### src/rtl/bc_io_intr_ctrl.sv
// ============================================================================
// bc_io_intr_ctrl
// ----------------------------------------------------------------------------
// I/O and interrupt sequencer for the basic computer.
//
// Owns the input/output flag handshakes (FGI, FGO), the INPR/OUTR character
// registers, the interrupt-enable flip-flop (IEN) and the interrupt
// flip-flop (R). Decodes the register-reference I/O instructions handed over
// by the main controller and, at instruction boundaries, runs the three-step
// interrupt cycle RT0..RT2 that saves PC at address 0 and vectors to 1.
//
// Configuration macro: BC_OUTPUT_PORT_EN
//   defined   : OUTR, FGO, OUT and SKO are implemented; FGI|FGO arms R.
//   undefined : FGO held 0, out_valid=0, out_data=0, OUT/SKO are NOPs,
//               out_ack ignored, only FGI arms R.
//
// Ports
//   clk            in   system clock, rising edge
//   rst_n          in   synchronous active-low reset
//   io_exec        in   one-cycle I/O-instruction execute pulse (D7.I.T3)
//   ir_low         in   IR[11:0], valid while io_exec=1
//   instr_done     in   one-cycle end-of-instruction pulse
//   ac_low         in   AC[CHAR_W-1:0], source for OUT
//   in_valid       in   input device strobe
//   in_data        in   input character
//   in_ready       out  ~FGI
//   out_valid      out  ~FGO
//   out_data       out  OUTR
//   out_ack        in   output device consumed OUTR
//   inpr           out  INPR, for the AC load
//   ac_inpr_ld     out  load AC[CHAR_W-1:0] <- INPR (INP)
//   pc_inc         out  increment PC (skip taken or RT2)
//   int_active     out  R; the controller must not fetch while high
//   irq_ar_clr     out  RT0: AR <- 0
//   irq_tr_ld_pc   out  RT0: TR <- PC
//   irq_mem_wr_tr  out  RT1: M[AR] <- TR
//   irq_pc_clr     out  RT1: PC <- 0
//   irq_sc_clr     out  RT2: SC <- 0
//   ien            out  IEN flip-flop
// ============================================================================
module bc_io_intr_ctrl #(
    parameter int WIDTH  = 16,
    parameter int ADDR_W = 12,
    parameter int CHAR_W = 8
) (
    input  logic              clk,
    input  logic              rst_n,
    input  logic              io_exec,
    input  logic [11:0]       ir_low,
    input  logic              instr_done,
    input  logic [CHAR_W-1:0] ac_low,
    input  logic              in_valid,
    input  logic [CHAR_W-1:0] in_data,
    output logic              in_ready,
    output logic              out_valid,
    output logic [CHAR_W-1:0] out_data,
    input  logic              out_ack,
    output logic [CHAR_W-1:0] inpr,
    output logic              ac_inpr_ld,
    output logic              pc_inc,
    output logic              int_active,
    output logic              irq_ar_clr,
    output logic              irq_tr_ld_pc,
    output logic              irq_mem_wr_tr,
    output logic              irq_pc_clr,
    output logic              irq_sc_clr,
    output logic              ien
);

    // The character registers sit in the low bits of AC and the I/O opcode
    // field is IR[11:0]; anything else is an unusable configuration.
    if (CHAR_W > WIDTH || CHAR_W < 1 || ADDR_W < 1) begin : g_cfg_invalid
    end

    typedef enum logic [1:0] {
        S_IDLE = 2'd0,
        S_RT0  = 2'd1,
        S_RT1  = 2'd2,
        S_RT2  = 2'd3
    } state_t;

    state_t            state_q, state_d;
    logic              fgi_q, fgi_d;
    logic              fgo_q, fgo_d;
    logic              ien_q, ien_d;
    logic              r_q, r_d;
    logic [CHAR_W-1:0] inpr_q, inpr_d;
    logic [CHAR_W-1:0] outr_q, outr_d;

    logic io_ok;
    logic op_inp, op_out, op_ski, op_sko, op_ion, op_iof;
    logic arm_src;

    // IR[5:0] carries no I/O meaning; ac_low/out_ack are unused when the
    // output port is compiled out.
    logic unused_inputs;
    assign unused_inputs = ^{ir_low[5:0], ac_low, out_ack};

    // ------------------------------------------------------------------
    // Next-state, flag updates and strobes
    // ------------------------------------------------------------------
    always_comb begin
        state_d       = state_q;
        fgi_d         = fgi_q;
        fgo_d         = fgo_q;
        ien_d         = ien_q;
        r_d           = r_q;
        inpr_d        = inpr_q;
        outr_d        = outr_q;
        ac_inpr_ld    = 1'b0;
        pc_inc        = 1'b0;
        irq_ar_clr    = 1'b0;
        irq_tr_ld_pc  = 1'b0;
        irq_mem_wr_tr = 1'b0;
        irq_pc_clr    = 1'b0;
        irq_sc_clr    = 1'b0;

        // An I/O execute pulse arriving during the interrupt cycle is a
        // controller fault and is dropped.
        io_ok  = io_exec && (state_q == S_IDLE);
        op_inp = io_ok && ir_low[11];
        op_ski = io_ok && ir_low[9];
        op_ion = io_ok && ir_low[7];
        op_iof = io_ok && ir_low[6];
`ifdef BC_OUTPUT_PORT_EN
        op_out = io_ok && ir_low[10];
        op_sko = io_ok && ir_low[8];
`else
        op_out = 1'b0;
        op_sko = 1'b0;
`endif

        // Input side: INP clears FGI and wins over a simultaneous device
        // strobe, so the character is only taken while nothing is reading.
        if (in_valid && !fgi_q && !op_inp) begin
            fgi_d  = 1'b1;
            inpr_d = in_data;
        end
        if (op_inp) begin
            fgi_d      = 1'b0;
            ac_inpr_ld = 1'b1;
        end

`ifdef BC_OUTPUT_PORT_EN
        // Output side: OUT clears FGO and wins over a simultaneous ack.
        if (out_ack && !fgo_q) begin
            fgo_d = 1'b1;
        end
        if (op_out) begin
            fgo_d  = 1'b0;
            outr_d = ac_low;
        end
        arm_src = fgi_q || fgo_q;
`else
        fgo_d   = 1'b0;
        outr_d  = '0;
        arm_src = fgi_q;
`endif

        if (op_ski && fgi_q) begin
            pc_inc = 1'b1;
        end
        if (op_sko && fgo_q) begin
            pc_inc = 1'b1;
        end

        // IOF has priority over ION when both bits are set.
        if (op_ion) begin
            ien_d = 1'b1;
        end
        if (op_iof) begin
            ien_d = 1'b0;
        end

        case (state_q)
            S_IDLE: begin
                // Registered IEN is used, so an ION only takes effect at
                // the boundary after the following instruction.
                if (instr_done && ien_q && arm_src) begin
                    r_d     = 1'b1;
                    state_d = S_RT0;
                end
            end
            S_RT0: begin
                irq_ar_clr   = 1'b1;
                irq_tr_ld_pc = 1'b1;
                state_d      = S_RT1;
            end
            S_RT1: begin
                irq_mem_wr_tr = 1'b1;
                irq_pc_clr    = 1'b1;
                state_d       = S_RT2;
            end
            S_RT2: begin
                pc_inc     = 1'b1;
                irq_sc_clr = 1'b1;
                ien_d      = 1'b0;
                r_d        = 1'b0;
                state_d    = S_IDLE;
            end
            default: begin
                state_d = S_IDLE;
            end
        endcase

        // Nothing is allowed to reach the datapath while reset is asserted.
        if (!rst_n) begin
            ac_inpr_ld    = 1'b0;
            pc_inc        = 1'b0;
            irq_ar_clr    = 1'b0;
            irq_tr_ld_pc  = 1'b0;
            irq_mem_wr_tr = 1'b0;
            irq_pc_clr    = 1'b0;
            irq_sc_clr    = 1'b0;
        end
    end

    // ------------------------------------------------------------------
    // State registers
    // ------------------------------------------------------------------
    always_ff @(posedge clk) begin
        if (!rst_n) begin
            state_q <= S_IDLE;
            fgi_q   <= 1'b0;
`ifdef BC_OUTPUT_PORT_EN
            fgo_q   <= 1'b1;
`else
            fgo_q   <= 1'b0;
`endif
            ien_q   <= 1'b0;
            r_q     <= 1'b0;
            inpr_q  <= '0;
            outr_q  <= '0;
        end else begin
            state_q <= state_d;
            fgi_q   <= fgi_d;
            fgo_q   <= fgo_d;
            ien_q   <= ien_d;
            r_q     <= r_d;
            inpr_q  <= inpr_d;
            outr_q  <= outr_d;
        end
    end

    assign in_ready   = ~fgi_q;
    assign inpr       = inpr_q;
    assign ien        = ien_q;
    assign int_active = r_q;
`ifdef BC_OUTPUT_PORT_EN
    assign out_valid  = ~fgo_q;
    assign out_data   = outr_q;
`else
    assign out_valid  = 1'b0;
    assign out_data   = '0;
`endif

endmodule

### config.mk
export PLATFORM = sky130hd
export DESIGN_NAME = bc_io_intr_ctrl
export DESIGN_NICKNAME = d
export VERILOG_FILES = /design/src/rtl/bc_io_intr_ctrl.sv
export SDC_FILE = /design/constraint.sdc
export NUM_CORES = 1
export LEC_CHECK = 0
export ABC_AREA = 1
export ABC_CLOCK_PERIOD_IN_PS = 1520
export CORE_UTILIZATION = 59
export CTS_CLUSTER_DIAMETER = 40
export DETAILED_ROUTE_END_ITERATION = 6
export DONT_BUFFER_PORTS = 1
export PLACE_DENSITY_LB_ADDON = 0.05
export SLEW_MARGIN = 20
export SYNTH_ARGS = -nofsm -noshare
export SYNTH_HDL_FRONTEND = slang
export SYNTH_SLANG_ARGS = --single-unit
### constraint.sdc
create_clock -name clk -period 1.52 [get_ports clk]
set_input_delay 0.304 -clock clk [delete_from_list [all_inputs] [get_ports clk]]
set_output_delay 0.304 -clock clk [all_outputs]
set_load 0.01 [all_outputs]
=== After elaboration in Yosys (flattened, before gate mapping) ===
Index checks and enable logic that the tools add are counted.

* Register bits after elaboration: 13
* Input port bits: 34
* Latch bits: 0
* Word-level logic and storage cells: 43
* Memories: 0
* Bits in read-only memories: 0
* Memory bits (writable): 0
* Output and inout port bits: 27

* $lt $le $gt $ge: 0
* Reductions and logical operators: 17
* Bitwise logic cells: 2
* Equal/unequal tests: 4
* Add/sub/neg operators: 0
* Mux-type cells: 15
* Shift operators: 0
* Div/mod/pow operators: 0
* Multiply operators: 0

{| class="wikitable"
|+ Operators with widths
! cell !! number
|-
| 1-bit 2-to-1 mux || 12
|-
| 1-bit logical AND || 10
|-
| 2-bit one-hot mux with 4 select lines || 1
|-
| 2-bit equality test (second input constant) || 2
|-
| 3-bit OR reduction || 1
|-
| 2-bit by 1-bit equality test with 1-bit output (second input constant) || 1
|-
| 1-bit logical NOT || 2
|-
| 2-bit logical NOT || 1
|-
| 2-bit 2-to-1 mux || 1
|-
| 2-bit by 1-bit != test with 1-bit output (second input constant) || 1
|-
| 1-bit NOT || 2
|-
| 1-bit one-hot mux with 2 select lines || 1
|-
| 2-bit AND reduction || 1
|-
| 2-bit nonzero test || 1
|-
| 2-bit OR reduction || 1
|}

=== Logic depth before layout (Yosys ltp) ===
* Depth in word-level cells: 7
* Gate-level depth with buffers: 8
* Mapped depth without buffers: 8

=== Worst setup path before layout ===
Ideal clock, no wire load.

* Kind: flip-flop to output port
* Start: reg state_q[1]
* End: out ac_inpr_ld
* Path slack: 0.108 ns
* Buffers on the path: 1
* Cell stages (with the launch flop): 6
* Arrival time: 1.108 ns
* Data required time: 1.216 ns
* Cell sequence: dfxtp_1 > inv_1 > ha_1 > nand3_4 > buf_6 > nor2_1

* Word-level cells in the longest chain between the ends: 5

{| class="wikitable"
|+ Ends and longest elaborated chain
! what !! RTL line !! source
|-
| start: declaration || 82 || <nowiki>state_t state_q, state_d;</nowiki>
|-
| start signal: assignment || 235 || <nowiki>state_q <= state_d;</nowiki>
|-
| 2-bit logical NOT || 120 || <nowiki>io_ok = io_exec && (state_q == S_IDLE);</nowiki>
|-
| 1-bit logical AND || 120 ||
|-
| 1-bit logical AND || 121 || <nowiki>op_inp = io_ok && ir_low[11];</nowiki>
|-
| 1-bit 2-to-1 mux || 139 || <nowiki>if (op_inp) begin</nowiki>
|-
| 1-bit 2-to-1 mux || 207 || <nowiki>if (!rst_n) begin</nowiki>
|-
| end: declaration || 59 || <nowiki>output logic ac_inpr_ld,</nowiki>
|}

No other way between the ends.

=== Final worst setup path ===
* Start: reg state_q[1]
* End: out pc_inc

* Word-level cells in the longest chain between the ends: 7
* Elaborated cells on any way between the ends: 8
* Classes of those cells: eq/ne: 1; mux: 3; reduce/logical: 4

{| class="wikitable"
|+ Ends and longest elaborated chain
! what !! RTL line !! source
|-
| 2-bit logical NOT || 120 ||
|-
| 1-bit logical AND || 120 ||
|-
| 1-bit logical AND || 122 || <nowiki>op_ski = io_ok && ir_low[9];</nowiki>
|-
| 1-bit logical AND || 160 || <nowiki>if (op_ski && fgi_q) begin</nowiki>
|-
| 1-bit 2-to-1 mux || 160 ||
|-
| 1-bit 2-to-1 mux (*) || 175 || <nowiki>case (state_q)</nowiki>
|-
| 1-bit 2-to-1 mux (*) || 207 ||
|-
| end: declaration || 60 || <nowiki>output logic pc_inc,</nowiki>
|}

Every way passes the cells marked *; elsewhere a longest branch is shown, timed or not.

==> impl_metrics.ini <==
[clock_network]
clk_latency_ns = 0.27
cts_buffers = 3
cts_sinks = 13
clk_path_buf_depth = 2
cts-root-buf = clkbuf_4
h-tree-depth = 1
cts_tree = done
clk_pin_slew_ns = 0.08
postCtsHoldBufs = 0

[route]
firstDrtPassIters = 4
antenna_left = 0
wire_per_inst_um = 10.54
wl_um = 1339
dr.first_iter.drc_count = 6
via_per_inst = 4.835
vias = 614
drc_errors = 0

[placement]
dp_hpwl_um = 990
dp.cells = 122
place.gp.congestion = 0.6752
port_buffers = 0

[grt]
track_usage_pct = 20.57
antenna_found_initial = 0
grt_pass1_wl_um = 2118
grt_pass1_vias = 529
grt_overflow = 0
grt_max_degree = 18

[logic_synthesis]
synth_top_area_share_pct = 31.95
synthTopCellsByCount = nand2_1, nor2_1, inv_1, dfxtp_1, buf_4
seq_area_frac_synth_pct = 31.95
synth_cell_types = 19
synthCells = 110
syn_area_um2 = 814.5
synthArstFlopShare_pct = 0
ys.flop_type = dfxtp_1
synth_area_leader_cell = dfxtp_1
synth.most_common_cell = nand2_1
synth_edf_count = 0
avgSynthCellArea_um2 = 7.405
synth_area_leaders = dfxtp_1, buf_4, nand2_1
yosysWarnings = 0
ys_ff_latch = 13

[cells_and_area]
drive_above_1_share_pct = 16.07
num_antenna_cells = 0
nNetsFinal = 151
synthToLayoutAreaGrowth_pct = 1.536
final_cells = 127

[power]
ir_worst_vdd_mv = 0.9217
p_leak_nw = 0.4232
power_density_nw_per_um2 = 1556

[setup_path]
cp_data_required_time_ns = 1.22
worstSetupPathType = reg2out
startpoint_type = flop
cp-end-kind = output port
crit_arrival_ns = 1.16
cp_max_fo = 3

[timing]
tns_ns = 0
hold_viol = 0
finalCritPeriodShare_pct = 96.57
period_needed_ns = 1.468
finalSetupViolations = 0
fmax_mhz = 681.3
grt_setup_unrepaired = no
slew_viol_final = 0
finalClockSkew_ns = 0.001245

[floorplan]
start_util_pct = 63.39
ioPinCount = 61
die-area_um2 = 1533
rows = 13
fp.dieW_um = 39.16
design.core.area_um2 = 1285
die_y_um = 39.16

[status]
outcome = completed

[worst_hold_path]
min_path_type = in2reg

[run]
cap_viol_max_count = 0
path summary, 6_finish.rpt:
check,to,slack (ns),startpoint,cells after the start
worst max-delay path,pc_inc,0.05,state_q[1],5
worst min-delay path,arm_src,0.11,ir_low[11],1
worst max register to register,inpr[1],0.39,state_q[0],7
worst min register to register,state_q[0],0.53,state_q[0],2
stage by stage:
step | worst slack (ns) | power [mW] | util, % | area (um2) | hold WS, ns
3_5_place_dp | 0.1441 | 0.9847 | 59.98 | 770.7 | 0.3995
3_3_place_gp | 0.1710 | 0.9690 | 59.98 | 770.7 | 0.3973
2_1_floorplan | 0.1084 | 0.9165 | - | 844.6 | 0.3942
5_1_grt | 0.003299 | 1.404 | 64.36 | 827.0 | 0.09553
4_1_cts | 0.02099 | 1.259 | 63.19 | 812.0 | 0.1059
6_report | 0.05221 | 1.287 | 64.36 | 827.0 | 0.1106
per-layer routing:
| layer | track usage (%) | share of wire, % |
|---|---|---|
| met3 | 6.936 | 8.4 |
| met1 | 21.25 | 45 |
| met2 | 36.25 | 45 |
| met5 | 0 | 0 |
| met4 | 10.34 | 1.6 |
sequential cells by signal, indices dropped and copies added (netlist names):
name and cells:
state_q 2, arm_src 1, int_active 1, inpr 8, ien 1
layout make-up:
type,instances,area [um2]
clock buffer,4,26.28
fill,125,457.9
inverter,15,58.81
multi-input combinational,75,420.4
sequential,13,265.3
tap,15,18.77
timing repair buffer,5,37.54
worst max-delay path: stages (launching register included):
cell and delay (ns):
dfxtp_4 0.36, inv_4 0.07, ha_4 0.16, nand2_2 0.05, o21ai_1 0.12, buf_4 0.13
cells in the final DEF (no fill, tap or decap):
cell type,n
buf_4,5
nor2_4,1
inv_2,1
dfxtp_2,1
nand2_1,17
conb_1,9
o21ai_1,1
ha_4,1
nor2_1,16
clkbuf_4,3
nand3_4,1
nand3_1,4
nand3b_4,1
o21ai_0,2
nand3b_1,7
clkbuf_1,1
nand4_1,1
inv_1,13
dfxtp_1,11
ha_1,3
nand2_2,2
inv_4,1
dfxtp_4,1
a21oi_1,9
report_power, final:
part,switching (mW),total [mW],internal (mW),leakage (nW)
registers,0.0825,0.503,0.420,0.108
logic,0.320,0.573,0.253,0.300
clock network,0.110,0.212,0.102,0.0150
cell families (layout without fill, tap and decap cells):
group           Yosys count  after routing  share of synthesized area (%)
compound gates           12             12                          7.372
fa+ha+maj                 4              4                          6.145
buf+inv                  30             24                          21.96
flops                    13             13                          31.95
other cells               1              9                         0.4604
simple gates             50             50                          32.11
timing repair:
action,4_1_cts,5_1_grt
gates resized for setup,7,3
pin swaps,0,2
cloned,0,0
buffers inserted,0,1
endpoints found under the setup margin,2,1
Power figures use the tool's default switching activity.
